### config.mk
export PLATFORM = sky130hd
export DESIGN_NAME = imem_boot_loader
export DESIGN_NICKNAME = d
export VERILOG_FILES = /design/src/rtl/imem_boot_loader.sv
export SDC_FILE = /design/constraint.sdc
export NUM_CORES = 1
export LEC_CHECK = 0
export ABC_CLOCK_PERIOD_IN_PS = 3800
export CORE_ASPECT_RATIO = 1.5
export CORE_MARGIN = 2
export CORE_UTILIZATION = 55
export CTS_CLUSTER_SIZE = 20
export DETAILED_ROUTE_END_ITERATION = 16
export HOLD_SLACK_MARGIN = 0.08
export PLACE_DENSITY = 0.9
export SYNTH_ARGS = -nofsm -noshare
export SYNTH_HDL_FRONTEND = slang
export SYNTH_SLANG_ARGS = --single-unit
export TNS_END_PERCENT = 1
### constraint.sdc
create_clock -name clk -period 3.8 [get_ports clk]
set_clock_uncertainty 0.05 [all_clocks]
set_input_delay 0.76 -clock clk [delete_from_list [all_inputs] [get_ports clk]]
set_output_delay 0.76 -clock clk [all_outputs]
set_load 0.05 [all_outputs]
### src/rtl/imem_boot_loader.sv
// imem_boot_loader
// Loads the fetch-stage instruction memory from a byte-wide valid/ready stream.
// A header byte N gives the word count. It is followed by 4*N payload bytes,
// which are assembled MSB-first into 32-bit words. The core is held in reset and
// stall until the load completes.
// Optional build macro: IMEM_BOOT_CHECKSUM_EN. When it is defined, the stream
// ends with an 8-bit XOR checksum of the payload bytes.
//
// state | meaning
// IDLE  | after reset, waiting for start
// HDR   | waiting for the length byte
// RECV  | shifting in payload bytes of the current word
// WRITE | one-cycle memory write strobe for the assembled word
// CHK   | waiting for the checksum byte (checksum build only)
// DONE  | load complete, core released
// ERR   | bad header or checksum, core held in reset
module imem_boot_loader #(
  parameter int NUM_WORDS = 16,
  parameter int ADDR_W    = 4
) (
  input  logic              clk,
  input  logic              rst_n,
  input  logic              start,
  input  logic              byte_valid,
  input  logic [7:0]        byte_data,
  output logic              byte_ready,
  output logic              load_mem_en,
  output logic [ADDR_W-1:0] load_mem_addr,
  output logic [31:0]       load_mem_data,
  output logic              core_rst_n,
  output logic              core_stall,
  output logic              busy,
  output logic              done,
  output logic              err
);

  localparam int         CNT_W = $clog2(NUM_WORDS + 1);
  localparam logic [7:0] MAX_N = 8'(NUM_WORDS);

  typedef enum logic [2:0] {
    S_IDLE,
    S_HDR,
    S_RECV,
    S_WRITE,
`ifdef IMEM_BOOT_CHECKSUM_EN
    S_CHK,
`endif
    S_DONE,
    S_ERR
  } state_e;

  state_e            state_q;
  logic [CNT_W-1:0]  n_q;
  logic [CNT_W-1:0]  word_cnt_q;
  logic [CNT_W-1:0]  word_cnt_inc;
  logic [1:0]        byte_cnt_q;
  logic [31:0]       word_q;
  logic [31:0]       word_shift;
  logic [ADDR_W-1:0] mem_addr_q;
  logic [31:0]       mem_data_q;
  logic              byte_acc;
`ifdef IMEM_BOOT_CHECKSUM_EN
  logic [7:0]        csum_q;
`endif

  // All outputs are decoded from the state register. There is no path from an input to an output.
  assign byte_ready    = (state_q == S_HDR) || (state_q == S_RECV)
`ifdef IMEM_BOOT_CHECKSUM_EN
                         || (state_q == S_CHK)
`endif
                         ;
  assign load_mem_en   = (state_q == S_WRITE);
  assign load_mem_addr = mem_addr_q;
  assign load_mem_data = mem_data_q;
  assign done          = (state_q == S_DONE);
  assign err           = (state_q == S_ERR);
  assign core_rst_n    = (state_q == S_DONE);
  assign core_stall    = (state_q != S_DONE);
  assign busy          = byte_ready || load_mem_en;

  assign byte_acc      = byte_valid && byte_ready;
  assign word_cnt_inc  = word_cnt_q + 1'b1;
  assign word_shift    = {word_q[23:0], byte_data};

  // Load sequencer: header check, word assembly, memory write and (optionally) checksum.
  always_ff @(posedge clk or negedge rst_n) begin
    if (!rst_n) begin
      state_q    <= S_IDLE;
      n_q        <= '0;
      word_cnt_q <= '0;
      byte_cnt_q <= '0;
      word_q     <= '0;
      mem_addr_q <= '0;
      mem_data_q <= '0;
`ifdef IMEM_BOOT_CHECKSUM_EN
      csum_q     <= '0;
`endif
    end else begin
      case (state_q)
        S_IDLE, S_DONE, S_ERR: begin
          if (start) begin
            state_q <= S_HDR;
`ifdef IMEM_BOOT_CHECKSUM_EN
            csum_q  <= '0;
`endif
          end
        end
        S_HDR: begin
          if (byte_acc) begin
            if ((byte_data == 8'd0) || (byte_data > MAX_N)) begin
              state_q <= S_ERR;
            end else begin
              n_q        <= byte_data[CNT_W-1:0];
              word_cnt_q <= '0;
              byte_cnt_q <= '0;
              state_q    <= S_RECV;
            end
          end
        end
        S_RECV: begin
          if (byte_acc) begin
            word_q     <= word_shift;
            byte_cnt_q <= byte_cnt_q + 1'b1;
`ifdef IMEM_BOOT_CHECKSUM_EN
            csum_q     <= csum_q ^ byte_data;
`endif
            // Latch the write address and data now, so that they hold after the strobe ends.
            if (byte_cnt_q == 2'd3) begin
              mem_addr_q <= ADDR_W'(word_cnt_q);
              mem_data_q <= word_shift;
              state_q    <= S_WRITE;
            end
          end
        end
        S_WRITE: begin
          word_cnt_q <= word_cnt_inc;
          if (word_cnt_inc == n_q) begin
`ifdef IMEM_BOOT_CHECKSUM_EN
            state_q <= S_CHK;
`else
            state_q <= S_DONE;
`endif
          end else begin
            state_q <= S_RECV;
          end
        end
`ifdef IMEM_BOOT_CHECKSUM_EN
        S_CHK: begin
          if (byte_acc) begin
            state_q <= (byte_data == csum_q) ? S_DONE : S_ERR;
          end
        end
`endif
        default: state_q <= S_IDLE;
      endcase
    end
  end

endmodule

==> impl_table.tex <==
\begin{tabular}{lr}
\hline
Metric & Value \\
\hline
\multicolumn{2}{l}{\textbf{Outcome}} \\
\quad Status & complete, no violations \\
\multicolumn{2}{l}{\textbf{Global route}} \\
\quad Antenna violations before repair & 0 \\
\quad Via count of the first global-routing pass & 2,042 \\
\quad Total congestion overflow after global routing & 0 \\
\quad Global-route wire length before repair & around 10 mm \\
\quad Maximum number of pins on one net before global-route repair & between 70 and 80 \\
\quad Global-route usage over all layers & 20.1\% \\
\multicolumn{2}{l}{\textbf{Synthesis}} \\
\quad Library cell with the highest instance count after synthesis & sky130\_fd\_sc\_hd\_\_dfrtp\_1 \\
\quad Sequential-to-total area share from yosys stat & between 50\% and 60\% \\
\quad Library cells used by synthesis & 38 \\
\quad Most frequent cells after synthesis & sky130\_fd\_sc\_hd\_\_dfrtp\_1, sky130\_fd\_sc\_hd\_\_mux2\_1, sky130\_fd\_sc\_hd\_\_buf\_2, sky130\_fd\_sc\_hd\_\_nor2\_1, sky130\_fd\_sc\_hd\_\_nand2\_1 \\
\quad Ys Warns & 0 \\
\quad Top cells by area, synth & sky130\_fd\_sc\_hd\_\_dfrtp\_1, sky130\_fd\_sc\_hd\_\_mux2\_1, sky130\_fd\_sc\_hd\_\_mux2\_4, sky130\_fd\_sc\_hd\_\_buf\_2, sky130\_fd\_sc\_hd\_\_xnor2\_1 \\
\quad Count of flip-flops with a built-in enable after synthesis & 0 \\
\quad Synthesized net count & $\sim$250 \\
\quad Top\_reg\_cell synth & sky130\_fd\_sc\_hd\_\_dfrtp\_1 \\
\quad Synth Instances & 238 \\
\quad Most area-hungry cell type in the Yosys netlist & sky130\_fd\_sc\_hd\_\_dfrtp\_1 \\
\quad Netlist area before placement & between 3000 and 4000 um2 \\
\quad Yosys reg bits & 75 \\
\quad Async set-reset flop share out of synthesis & 100\% \\
\quad Yosys top cell area share & 58.3\% \\
\quad Synthesized area divided by synthesized cell count & $\sim$14 um2 \\
\multicolumn{2}{l}{\textbf{STA}} \\
\quad Final period utilization & between 80 and 90\% \\
\quad Setup TNS after final layout & 0 ns \\
\quad Setup slack after layout & $\sim$0.48 ns \\
\quad Crit path time final & between 3 and 4 ns \\
\quad Number of max-slew violations in the final report & 0 \\
\quad Final number of setup-violating endpoints & 0 \\
\quad Maximum frequency from static timing analysis & 301 MHz \\
\quad Unrepaired setup endpoints after global routing & false \\
\quad Count of endpoints failing hold in the final timing report & 0 \\
\quad Worst Tran Pin Value & approximately 0.9 ns \\
\quad Slew headroom & about two fifths \\
\multicolumn{2}{l}{\textbf{Flow run}} \\
\quad Max-cap viol count & 0 \\
\multicolumn{2}{l}{\textbf{Floorplanning}} \\
\quad Chip Width & about 66 um \\
\quad Placeable Area & approximately 5700 um2 \\
\quad Starting density of the core & 56.1\% \\
\quad Height of the chip & just under 100 um \\
\quad Ports placed on the boundary & 55 \\
\quad Standard-cell rows & 34 \\
\quad Die area & around 6500 um2 \\
\multicolumn{2}{l}{\textbf{Critical path}} \\
\quad Worst-path fanout max & 18 \\
\quad Endpoint type of the worst setup path & primary output \\
\quad Startpoint class of the critical path & flop \\
\quad CP Data Required Time & around 3.0 ns \\
\quad CP arrival & around 2.5 ns \\
\quad Setup CP Type & reg -> out \\
\multicolumn{2}{l}{\textbf{CTS}} \\
\quad Post-cts sizing count & 0 \\
\quad Num Clock Sinks & between 70 and 80 \\
\quad Skew-Pair Late Insertion Delay & approximately 0.34 ns \\
\quad CTS buffer count & 9 \\
\quad Buffer levels on the longest clock path & 2 \\
\quad Clock transition at path regs & approximately 0.07 ns \\
\quad CTS tree & yes \\
\quad Post-CTS Setup Inserts & 0 \\
\quad Clock H-tree levels & 3 \\
\quad Buffer type at the clock tree root & sky130\_fd\_sc\_hd\_\_clkbuf\_8 \\
\quad Post-CTS Hold Fix Bufs & 0 \\
\multicolumn{2}{l}{\textbf{Route}} \\
\quad Residual DRC & 0 \\
\quad Total length of routed wires & approximately 5.8 mm \\
\quad Vias post-DR & just over 2,000 \\
\quad Routed wirelength normalized by instance count & about 16 um \\
\quad Vias per Instance & 5.51 \\
\quad Number of detailed-routing iterations run before antenna repair & 4 \\
\quad DRC violation total after the first TritonRoute iteration & 113 \\
\quad Number of nets with antenna violations after detailed routing & 0 \\
\multicolumn{2}{l}{\textbf{Final layout}} \\
\quad Number of filler cells placed in the layout & 400 \\
\quad Area used by sequential logic in the layout & roughly 1900 um2 \\
\quad Final Net Count & a little over 300 \\
\quad Ant. Diodes & 0 \\
\quad Area of the multi-input gates & approximately 1200 um2 \\
\quad Ratio of cells with drive above 1 in the final layout & a little over 9\% \\
\quad Layout-stage area growth over the synthesis result & 24.0\% \\
\multicolumn{2}{l}{\textbf{Power and ir drop}} \\
\quad Seq pwr share & between 40 and 50\% \\
\quad P\_leak & $\sim$2.0 nW \\
\quad Combinational share of power & a little under two fifths \\
\quad Switching share of power & 38.0\% \\
\quad Int Power & between 0.0015 and 0.002 W \\
\quad Net Sw Power & roughly 0.0011 W \\
\quad Clock network power share & 20.9\% \\
\quad Areal power density over the cells & 731 nW/um2 \\
\quad Peak ir drop on the vdd network & 0.494 mV \\
\multicolumn{2}{l}{\textbf{Placement}} \\
\quad Final GP Congestion & between 0.8 and 0.9 \\
\quad Worst slack after detailed placement & between 0.6 and 0.7 ns \\
\quad Number of I/O port buffers & between 50 and 60 \\
\quad Estimated wirelength of the detail-placed design & 4.02 mm \\
\multicolumn{2}{l}{\textbf{Min path}} \\
\quad Hold WC Path Type & reg -> reg \\
\hline
\end{tabular}
## area by class of cell
type,count,area share (%)
Sequential cell,75,47.0
Multi-Input combinational cell,140,31.1
Timing Repair Buffer,56,13.8
Clock buffer,12,3.88
Tap cell,72,2.25
Clock inverter,4,1.22
Inverter,8,0.752
## cells by family (layout without fill, tap and decap cells)
| family | count (synthesis) | in the layout | share of synthesized area (%) |
|---|---|---|---|
| flops | 75 | 75 | 58.3 |
| mux | 66 | 66 | 23.6 |
| simple gates | 35 | 35 | 5.63 |
| compound gates | 28 | 28 | 5.63 |
| buf+inv | 23 | 80 | 3.19 |
| xor+xnor | 9 | 9 | 2.87 |
| fa+ha+maj | 2 | 2 | 0.777 |
## power by group through the flow
stage	clock network, W	logic, W	registers [W]
after floorplan	0	0.000737	0.00127
after global placement	0	0.00107	0.00121
after detailed placement	0	0.00110	0.00122
after CTS	0.000622	0.00111	0.00121
after global routing	0.000655	0.00120	0.00124
final	0.000609	0.00111	0.00120
## state kept, by name, summed over array words and instances (netlist names)
register and flops:
load_mem_addr 4, n_q 5, byte_cnt_q 2, word_q 24, state_q 3, load_mem_data 32, word_cnt_q 5
## critical path: stages, from the launching register on
cell and delay [ns]:
sky130_fd_sc_hd__dfrtp_1 0.70, sky130_fd_sc_hd__inv_2 0.22, sky130_fd_sc_hd__nor2_1 0.37, sky130_fd_sc_hd__clkdlybuf4s50_1 0.88
## cells in the final DEF, fill, tap and decap left out, drive strengths merged, types with 3 or more instances in the layout
cell	synthesis	final
clkinv	0	3
inv	8	8
nor4	3	3
a22oi	3	3
clkbuf	3	12
nand2	8	8
o21ai	6	6
nor2b	3	3
mux2	65	65
clkdlybuf4s50	0	53
nand3	4	4
dfrtp	75	75
xor2	3	3
buf	12	3
a21oi	5	5
xnor2	5	5
o22ai	3	3
nor2	9	9
a31oi	4	4
## worst paths after layout
path                       slack [ns]  depth (start not counted)        from           endpoint
max in group asynchronous        2.62                          1       rst_n   load_mem_data[1]
max                              0.48                          3  state_q[1]        load_mem_en
max reg2reg                      1.73                          3  state_q[0]             n_q[2]
min in group asynchronous        0.50                          1       rst_n         word_q[17]
min                              0.43                          1  word_q[19]  load_mem_data[27]
min reg2reg                      0.43                          1  word_q[19]  load_mem_data[27]
## metal layers
metal / vias up / part of all wire (%) / GRT usage [%]
met5: - / 0 / 0
met4: 0 / 2.7 / 10.8
met2: 55 / 52 / 30.8
li1: 953 / - / -
met1: 1000 / 42 / 27.3
met3: 14 / 3.5 / 3.24
## per-stage QoR
stage                     hold slack (ns)  power (W)  instance area, um2  cells  utilization [%]
after floorplan                     0.400    0.00200                3220    238                -
after global placement              0.410    0.00228                3790    351             66.0
after detailed placement            0.417    0.00232                3790    351             66.0
after CTS                           0.431    0.00294                4000    367             69.6
after global routing                0.448    0.00310                4000    367             69.6
final                               0.430    0.00292                4000    367             69.6
Power figures use the tool's default switching activity.
